**config.mk**
```make
export PLATFORM = sky130hd
export DESIGN_NAME = ir_tx_modulator
export DESIGN_NICKNAME = d
export VERILOG_FILES = /design/src/rtl/ir_tx_modulator.sv
export SDC_FILE = /design/constraint.sdc
export NUM_CORES = 1
export LEC_CHECK = 0
export ABC_CLOCK_PERIOD_IN_PS = 4700
export BUFFER_PORTS_ARGS = -buffer_cell sky130_fd_sc_hd__buf_2
export CORE_ASPECT_RATIO = 1.1
export CORE_MARGIN = 2
export CORE_UTILIZATION = 60
export DETAILED_ROUTE_END_ITERATION = 10
export PLACE_DENSITY = 0.81
export SKIP_LAST_GASP = 1
export SYNTH_ARGS = -nofsm -noshare
export SYNTH_HDL_FRONTEND = slang
export SYNTH_SLANG_ARGS = --single-unit
```
**constraint.sdc**
```tcl
create_clock -name clk -period 4.7 [get_ports clk]
set_clock_uncertainty 0.15 [all_clocks]
set_input_delay 0.47 -clock clk [delete_from_list [all_inputs] [get_ports clk]]
set_output_delay 0.47 -clock clk [all_outputs]
set_load 0.01 [all_outputs]
```
**src/rtl/ir_tx_modulator.sv**
```systemverilog
// On-off-keyed IR transmit modulator: serialises bytes LSB-first, one carrier burst per 1-bit,
// and drives the registered LED gate and sink-current enable code.
module ir_tx_modulator #(
  parameter int CNT_W  = 16,
  parameter int BLEN_W = 8
) (
  input  logic              clk,
  input  logic              rst_n,
  input  logic [CNT_W-1:0]  cfg_period,
  input  logic [CNT_W-1:0]  cfg_high,
  input  logic [BLEN_W-1:0] cfg_bit_len,
  input  logic [7:0]        cfg_cbit,
  input  logic [7:0]        tx_data,
  input  logic              tx_valid,
  output logic              tx_ready,
  output logic              ir_pwm,
  output logic [7:0]        cbit_ir,
  output logic              busy
);

  typedef enum logic {S_IDLE, S_SEND} state_t;

  state_t            r_state;
  state_t            w_state_nxt;

  logic [CNT_W-1:0]  r_period;
  logic [CNT_W-1:0]  r_high;
  logic [BLEN_W-1:0] r_bit_len;
  logic [7:0]        r_cbit;
  logic [7:0]        r_shift;

  logic [CNT_W-1:0]  r_phase;
  logic [BLEN_W-1:0] r_per;
  logic [2:0]        r_bit;

  logic              r_ir_pwm;
  logic [7:0]        r_cbit_ir;

  logic [CNT_W-1:0]  w_p_last;
  logic [BLEN_W-1:0] w_n_last;
  logic              w_phase_wrap;
  logic              w_per_wrap;
  logic              w_final;
  logic              w_accept;
  logic              w_tx_ready;
  logic              w_pwm_nxt;
  logic [7:0]        w_cbit_nxt;

  // Terminal counts with the period clamped to >=2 and the bit length to >=1
  assign w_p_last     = (r_period < CNT_W'(2)) ? CNT_W'(1) : r_period - CNT_W'(1);
  assign w_n_last     = (r_bit_len == '0) ? '0 : r_bit_len - BLEN_W'(1);
  assign w_phase_wrap = (r_phase == w_p_last);
  assign w_per_wrap   = w_phase_wrap && (r_per == w_n_last);
  assign w_final      = w_per_wrap && (r_bit == 3'd7);
  assign w_accept     = tx_valid && w_tx_ready;

  assign tx_ready = w_tx_ready;
  assign ir_pwm   = r_ir_pwm;
  assign cbit_ir  = r_cbit_ir;
  assign busy     = (r_state == S_SEND);

  always_ff @(posedge clk or negedge rst_n) begin
    if (!rst_n) begin
      r_state <= S_IDLE;
    end else begin
      r_state <= w_state_nxt;
    end
  end

  always_comb begin
    w_state_nxt = r_state;
    w_tx_ready  = 1'b0;
    w_pwm_nxt   = 1'b0;
    w_cbit_nxt  = 8'h00;
    case (r_state)
      S_IDLE: begin
        w_tx_ready = 1'b1;
        if (tx_valid) w_state_nxt = S_SEND;
      end
      S_SEND: begin
        // Accepting on the final cycle keeps SEND for a gapless next byte
        w_tx_ready = w_final;
        w_pwm_nxt  = r_shift[0] && (r_phase < r_high);
        w_cbit_nxt = r_cbit;
        if (w_final && !tx_valid) w_state_nxt = S_IDLE;
      end
      default: w_state_nxt = S_IDLE;
    endcase
  end

  always_ff @(posedge clk or negedge rst_n) begin
    if (!rst_n) begin
      r_period  <= '0;
      r_high    <= '0;
      r_bit_len <= '0;
      r_cbit    <= '0;
      r_shift   <= '0;
      r_phase   <= '0;
      r_per     <= '0;
      r_bit     <= '0;
    end else if (w_accept) begin
      r_period  <= cfg_period;
      r_high    <= cfg_high;
      r_bit_len <= cfg_bit_len;
      r_cbit    <= cfg_cbit;
      r_shift   <= tx_data;
      r_phase   <= '0;
      r_per     <= '0;
      r_bit     <= '0;
    end else if (r_state == S_SEND) begin
      if (w_phase_wrap) begin
        r_phase <= '0;
        if (w_per_wrap) begin
          r_per   <= '0;
          r_bit   <= r_bit + 3'd1;
          r_shift <= {1'b0, r_shift[7:1]};
        end else begin
          r_per <= r_per + BLEN_W'(1);
        end
      end else begin
        r_phase <= r_phase + CNT_W'(1);
      end
    end
  end

  always_ff @(posedge clk or negedge rst_n) begin
    if (!rst_n) begin
      r_ir_pwm  <= 1'b0;
      r_cbit_ir <= 8'h00;
    end else begin
      r_ir_pwm  <= w_pwm_nxt;
      r_cbit_ir <= w_cbit_nxt;
    end
  end

endmodule

```
After elaboration in Yosys (flattened, before gate mapping)
Cells that the tools add are included.

operators by class
  multiplexer cells = 23
  multipliers = 0
  shifts and indexed selects = 0
  $lt $le $gt $ge = 2
  bitwise logic cells = 1
  divide/modulo/power cells = 0
  reductions and logical operators = 12
  add/sub/neg operators = 5
  eq/ne operators = 3

operators with widths
  cell                                                                   number
  8-bit two-way mux                                                      10
  16-bit two-way mux                                                     4
  16-bit by 1-bit adder with 16-bit output, second input constant        1
  16-bit equality test                                                   1
  16-bit < comparator                                                    1
  16-bit by 2-bit < comparator with 1-bit output, second input constant  1
  16-bit by 1-bit subtractor with 16-bit output, second input constant   1
  3-bit two-way mux                                                      4
  8-bit by 1-bit adder with 8-bit output, second input constant          1
  8-bit equality test                                                    1
  8-bit logical NOT                                                      1
  8-bit by 1-bit subtractor with 8-bit output, second input constant     1
  2-bit nonzero test                                                     3
  1-bit logical AND                                                      5
  1-bit one-hot mux with 2 select lines                                  2
  3-bit by 1-bit adder with 3-bit output, second input constant          1
  3-bit equality test, second input constant                             1
  1-bit two-way mux                                                      3
  3-bit AND reduction                                                    1
  2-bit AND reduction                                                    1
  1-bit logical NOT                                                      1
  1-bit NOT                                                              1

word-level totals
  input bits = 59
  register bits after elaboration = 93
  logic and storage cells = 57
  memory bits (read-only) = 0
  memories = 0
  output and inout bits = 11
  latch bits = 0
  bits in writable memories = 0

Longest topological paths before layout
Gate-level depths: netlist (run 1).

  depth in word-level cells = 9
  depth in mapped cells = 14
  mapped depth without buffers = 10

Least setup slack after synthesis (run 1)
No wires, ideal clock.

  kind = reg-to-output
  from = register r_period[0]
  to = output port tx_ready
  data required time = 4.080 ns
  slack = 1.187 ns
  path buffers = 2
  arrival = 2.893 ns
  stages on the path, launching flop included = 13
  cell sequence = dfrtp_1 -> inv_1 -> ha_1 -> or3b_2 -> clkbuf_1 -> o31a_1 -> o21ai_0 -> xor2_1 -> nand2_1 -> nor4_4 -> buf_2 -> nand3_1 -> nand2_1

between the ends
  cells in the longest elaborated chain, start to end = 6
  elaborated cells between the ends (all ways) = 7
  those cells by class = add/sub (1); order compare (1); eq/ne (1); mux (2); reduce/logical (2)

ends and longest elaborated chain
  element                                                                                                                 line  source
  start: declaration                                                                                                      26    logic [CNT_W-1:0] r_period;
  start signal: assignment                                                                                                102   r_period <= cfg_period;
  16-bit by 1-bit subtractor with 16-bit output / 16-bit by 2-bit < comparator with 1-bit output (equally long branches)  50    assign w_p_last = (r_period < CNT_W'(2)) ? CNT_W'(1) : r_period - CNT_W'(1);
  16-bit two-way mux (*)                                                                                                  50
  16-bit equality test (*)                                                                                                52    assign w_phase_wrap = (r_phase == w_p_last);
  1-bit logical AND (*)                                                                                                   53    assign w_per_wrap = w_phase_wrap && (r_per == w_n_last);
  1-bit logical AND (*)                                                                                                   54    assign w_final = w_per_wrap && (r_bit == 3'd7);
  1-bit one-hot mux with 2 select lines (*)                                                                               75    case (r_state)
  end: declaration                                                                                                        15    output logic tx_ready,

Mark *: on every way between the ends. The rest lies on a longest branch, timed or not.

Worst setup path in the final report (run 1)
Same ends and word-level chain as after synthesis.

==> results.cfg, run 1 <==
[timing]
max_freq_mhz = 237.7
fin_setup_tns_ps = 0
hold_viol = 0
period_share_pct = 89.50
setup_viol = 0
slew_headroom_pct = 18.29
slew_violations = 0
worst_slew_pin_slew_ps = 1223
hold_ws_ps = 123.6
min_period_ps = 4207
rsz0062_at_grt = false

[route]
drc = 0
vias_per_cell = 7.035
top_layer_used = met4
postRouteWirelength_um = 19960
first_pass_iters = 6
ant_nets = 0
routedLengthMet1_um = 8326
vias = 6775
drt_iter0_drc = 735
wl_met2_um = 9709
avgRoutedWirePerCell_um = 20.73
wl_met3_um = 1492

[layout]
finish.instance_area_um2 = 7537
fill_cells = 922
n_antenna_cell = 0
multi_input_area_um2 = 4105
layout-drive-gt1-share_pct = 14.64
nNetsFinal = 889
area_delta_synth_final_pct = 9.289
seq_area_um2 = 2328

[clocking]
post_cts_resized = 0
cts_tree = done
root_buffer = clkbuf_16
cts.path.max_buffers = 2
cts_buffers = 9
cts_setup_buffers = 0
clk_transition_reported_paths_ps = 70
h-tree-depth = 3
worstSkewPairLatency_ps = 350
cts_hold_buf = 0
clkSinkCount = 93

[synthesis]
syn_area_um2 = 6897
synth.distinct_cells = 76
ys_ff_latch = 93
syn_inst = 793
synth.avg_cell_area_um2 = 8.697
yosysTopAreaCell = dfrtp_1
synthTopCellsByArea = dfrtp_1 (34%), nand4_1 (4.9%), a22o_1 (4.8%), a21oi_1 (4.1%), ha_1 (4.0%)
synthFlopType = dfrtp_1
synth_seq_area_share_pct = 33.74
yosysMostFrequentCell = dfrtp_1
yosys_warnings = 0
synth_nets = 874
ys_async_sr_fraction_pct = 100.0
synthTopCellsByCount = dfrtp_1 (93), clkbuf_1 (59), a21oi_1 (57)
synth_edf_count = 0
netlist.area_leader.share_pct = 33.74

[die]
fp-row-count = 41
die_h_um = 116.4
die-area_um2 = 12370
initial_utilization_pct = 60.83
die_w_um = 106.2
boundaryPins = 70
core_um2 = 11340

[worst_setup_path]
r2r_start = r_bit_len[0]
endpoint_kind = output port
crit_path_start_kind = register
startpoint = r_period[0]
worst-path-max-fanout = 8
crit_required_ps = 4080
cp.arrival_ps = 3590
critPathKind = reg2out
regToRegSetupSlack_ps = 530
reg2regPathDepth = 11

[placement]
globalplace.congestion = 0.9786
place_area_um2 = 7207
dpl.hpwl_um = 13190
numPortBuffers = 69

[status]
outcome = completed

[run]
maxCapViolations = 0

[global_route]
grt_usage_pct = 32.03
grt_pass1_vias = 6372
grt_max_degree = 75
antenna_found_initial = 0
overflow = 0
grt_pass1_wl_um = 31980

[power_and_ir_drop]
powerDensity_nw_per_um2 = 271.7
leakage_nw = 3.416
ir_drop_uv = 163.2

[worst_hold_path]
hp-class = in2async
==> cell type report <==
| cell class | instances | share of cell area, % |
|---|---|---|
| Multi-Input combinational cell | 588 | 54.47 |
| Tap cell | 150 | 2.490 |
| Clock buffer | 9 | 2.988 |
| Sequential cell | 93 | 30.89 |
| Inverter | 34 | 1.693 |
| Timing Repair Buffer | 82 | 6.076 |
| Clock inverter | 7 | 1.394 |
==> through the flow <==
| step | util [%] | instances | total power [W] | setup slack (ps) |
|---|---|---|---|---|
| 6_report | 66.48 | 963 | 0.002048 | 493.4 |
| 4_1_cts | 66.48 | 963 | 0.002038 | 563.5 |
| 3_5_place_dp | 63.57 | 947 | 0.001230 | 608.8 |
| 2_1_floorplan | - | 793 | 0.001107 | 1187 |
| 3_3_place_gp | 63.57 | 947 | 0.001211 | 679.2 |
| 5_1_grt | 66.48 | 963 | 0.002121 | 297.7 |
==> registers in the layout (all words and copies together) (netlist names) <==
name	cells
r_high	16
r_period	16
r_phase	16
cbit_ir	8
r_bit_len	8
r_cbit	8
r_per	8
r_shift	8
r_bit	3
busy	1
ir_pwm	1
==> cells in the final DEF (no fill, tap or decap), types with 12 or more instances in the layout <==
master    instances
buf_4            13
nor3_1           17
xor2_1           17
o211ai_1         23
and3_1           13
buf_2            68
nand2_1          45
nor2_1           26
o21ai_0          26
a22o_1           38
nand4_1          54
nand3_1          27
a211oi_1         16
or3_1            12
inv_1            33
a221oi_1         13
dfrtp_1          92
ha_1             22
a21oi_1          57
o311ai_1         22
==> critical path: stages (launching register included) <==
cell and delay, ps:
dfrtp_1 460, inv_1 190, ha_1 280, nor3b_1 580, nand4_1 270, xnor2_1 210
or4_1 500, o311a_2 190, nor2_4 130, nand3_1 140, nand2_1 140, buf_2 140
==> per-layer routing <==
layer,global-route usage [%],vias to the layer above
li1,-,3079
met2,53.97,369
met5,0,-
met4,10.53,0
met3,4.688,46
met1,42.80,3281
==> cell families after synthesis <==
group                    after synthesis  share of synthesized area [%]
AO/OA/AOI/OAI                        256                          26.74
XOR/XNOR                              27                          3.828
adder cells (fa/ha/maj)               22                          3.991
buffers and inverters                112                          6.948
flip-flops                            93                          33.74
multiplexers                          12                          1.760
AND/OR/NAND/NOR                      271                          22.99
==> worst paths after layout <==
| path | end |
|---|---|
| worst max-delay path | tx_ready |
| worst min-delay path | r_per[4] |
| worst max register to register | r_high[7] |
| worst min register to register | r_high[9] |
| max in group asynchronous | busy |
| min in group clk | r_shift[7] |
==> power by group <==
group | internal [W] | leakage [nW] | switching (W)
sequential | 0.000845 | 0.922 | 0.0000980
combinational | 0.000136 | 2.34 | 0.000148
clock | 0.000474 | 0.158 | 0.000347
(Power assumes the default switching activity.)
==> run 2: changes to the inputs <==
--- a/config.mk
+++ b/config.mk
@@ -7,6 +7,7 @@
 export LEC_CHECK = 0
 export ABC_CLOCK_PERIOD_IN_PS = 4700
 export BUFFER_PORTS_ARGS = -buffer_cell sky130_fd_sc_hd__buf_2
+export CAP_MARGIN = 5
 export CORE_ASPECT_RATIO = 1.1
 export CORE_MARGIN = 2
 export CORE_UTILIZATION = 60
==> constraint.sdc (replaced) <==
create_clock -name clk -period 4.7 [get_ports clk]
set_clock_uncertainty 0.15 [all_clocks]
set_input_delay 0.94 -clock clk [delete_from_list [all_inputs] [get_ports clk]]
set_output_delay 0.94 -clock clk [all_outputs]
set_load 0.01 [all_outputs]
==> run 2 against run 1 <==
Sequential cell count did not move. Via count rose by 0.13%. Critical path depth did not move. Clock power fell by 0.9%. Maximum frequency fell by 7.1%. Global-route usage rose by 0.66 points. Total power fell by 0.70%. Routed wire length rose by 0.71%. Worst hold slack improved by 250 ps. Die area did not move. Non-clock buffer count rose by 1. Worst setup slack got worse by 320 ps. Largest cell class unchanged.
==> results.cfg, run 2 (synthesis results as in run 1) <==
[status]
outcome = completed

[power_and_ir_drop]
ir_drop_uv = 156.7
leakage_nw = 3.424
powerDensity_nw_per_um2 = 269.7
power.total_w = 0.002033

[die]
initial_utilization_pct = 60.83
core_um2 = 11340
die-area_um2 = 12370
die_h_um = 116.4
die_w_um = 106.2
boundaryPins = 70
fp-row-count = 41

[worst_setup_path]
crit_path_start_kind = register
endpoint_kind = output port
cp.arrival_ps = 3440
worst-path-max-fanout = 8
crit_required_ps = 3610
critPathKind = reg2out

[global_route]
antenna_found_initial = 0
grt_usage_pct = 32.69
grt_pass1_wl_um = 32230
grt_max_degree = 78
overflow = 0
grt_pass1_vias = 6515

[layout]
area_delta_synth_final_pct = 9.343
reg_top3 = r_high (16), r_period (16), r_phase (16)
most-common-layout-cells = dfrtp_1 (92), buf_2 (68), a21oi_1 (57)
nNetsFinal = 890
final_common_cell = dfrtp_1
n_antenna_cell = 0
fin_cells = 964
layout-drive-gt1-share_pct = 14.86

[clocking]
root_buffer = clkbuf_16
h-tree-depth = 3
worstSkewPairLatency_ps = 350
cts_buffers = 9
cts.path.max_buffers = 2
clkSinkCount = 93
clk_transition_reported_paths_ps = 70
cts_tree = done

[route]
vias = 6784
drc = 0
drt_iter0_drc = 718
postRouteWirelength_um = 20100
vias_per_cell = 7.037
first_pass_iters = 6
avgRoutedWirePerCell_um = 20.85
ant_nets = 0

[placement]
post-place-cells = 948
globalplace.congestion = 0.9577
numPortBuffers = 69
dpl.hpwl_um = 13210
post-place-ws_ps = 620.8

[timing]
worst_slew_pin_slew_ps = 1249
fin_setup_tns_ps = 0
rsz0062_at_grt = false
max_freq_mhz = 220.8
slew_violations = 0
slew_headroom_pct = 16.56
period_share_pct = 96.34
hold_viol = 0
setup_ws_ps = 171.9
setup_viol = 0
min_period_ps = 4528

[worst_hold_path]
hp-class = reg2reg

[run]
maxCapViolations = 0
[run 2: cell types whose count changed in the layout (fill, tap and decap cells not counted), sizes merged]
cell,before,now
clkinvlp,1,0
buf,82,83
clkinv,3,4
[run 2: final timing paths]
kind	slack [ps]	start	endpoint	cells past startpoint
max	170	r_period[0]	tx_ready	11
min	380	r_cbit[5]	r_cbit[5]	2
max reg2reg	650	r_period[0]	r_bit[1]	11
min reg2reg	380	r_cbit[5]	r_cbit[5]	2
max in group asynchronous	2920	rst_n	r_high[13]	2
min in group asynchronous	580	rst_n	r_per[4]	1
[run 2: what timing repair did]
| action | 4_1_cts | 5_1_grt |
|---|---|---|
| setup buffers | 0 | 0 |
| gates resized for setup | 0 | 1 |
| hold buffers | 0 | 0 |
| setup endpoints to repair | 0 | 1 |
[run 2: layer usage]
layer,vias up,global-route usage (%),wire length [µm]
met5,-,0,0
met4,0,15.26,744
met1,3325,42.53,8258
met2,313,53.85,9674
met3,61,5.301,1427
li1,3085,-,-
[run 2: metrics by stage]
| step | utilization, % | cell area [µm²] | hold WS, ps |
|---|---|---|---|
| global route | 66.52 | 7541 | 404.6 |
| detailed placement | 63.64 | 7214 | 358.9 |
| finish | 66.52 | 7541 | 376.6 |
| CTS | 66.47 | 7536 | 374.1 |
| global placement | 63.64 | 7214 | 349.4 |
| floorplan | - | 6897 | 335.4 |
[run 2: cell type report]
class / instances / area [µm²]
multi-input combinational: 588 / 4110
sequential: 93 / 2328
clock inverter: 7 / 96.34
fill: 930 / 3796
inverter: 34 / 127.6
clock buffer: 9 / 225.2
tap: 150 / 187.7
timing repair buffer: 83 / 465.4
[run 2: report_power, final]
group          internal, W  switching, W
logic             0.000136      0.000148
clock network     0.000470      0.000345
registers         0.000845     0.0000895
[run 2: critical path: stages (launching register included)]
cell     delay (ps)
dfrtp_1         450
inv_1           180
ha_1            280
nor3b_1         540
nand4_1         240
xnor2_1         210
or4_1           490
o311a_2         180
nor2_4          120
nand3_1         120
nand2_1         130
buf_2           140
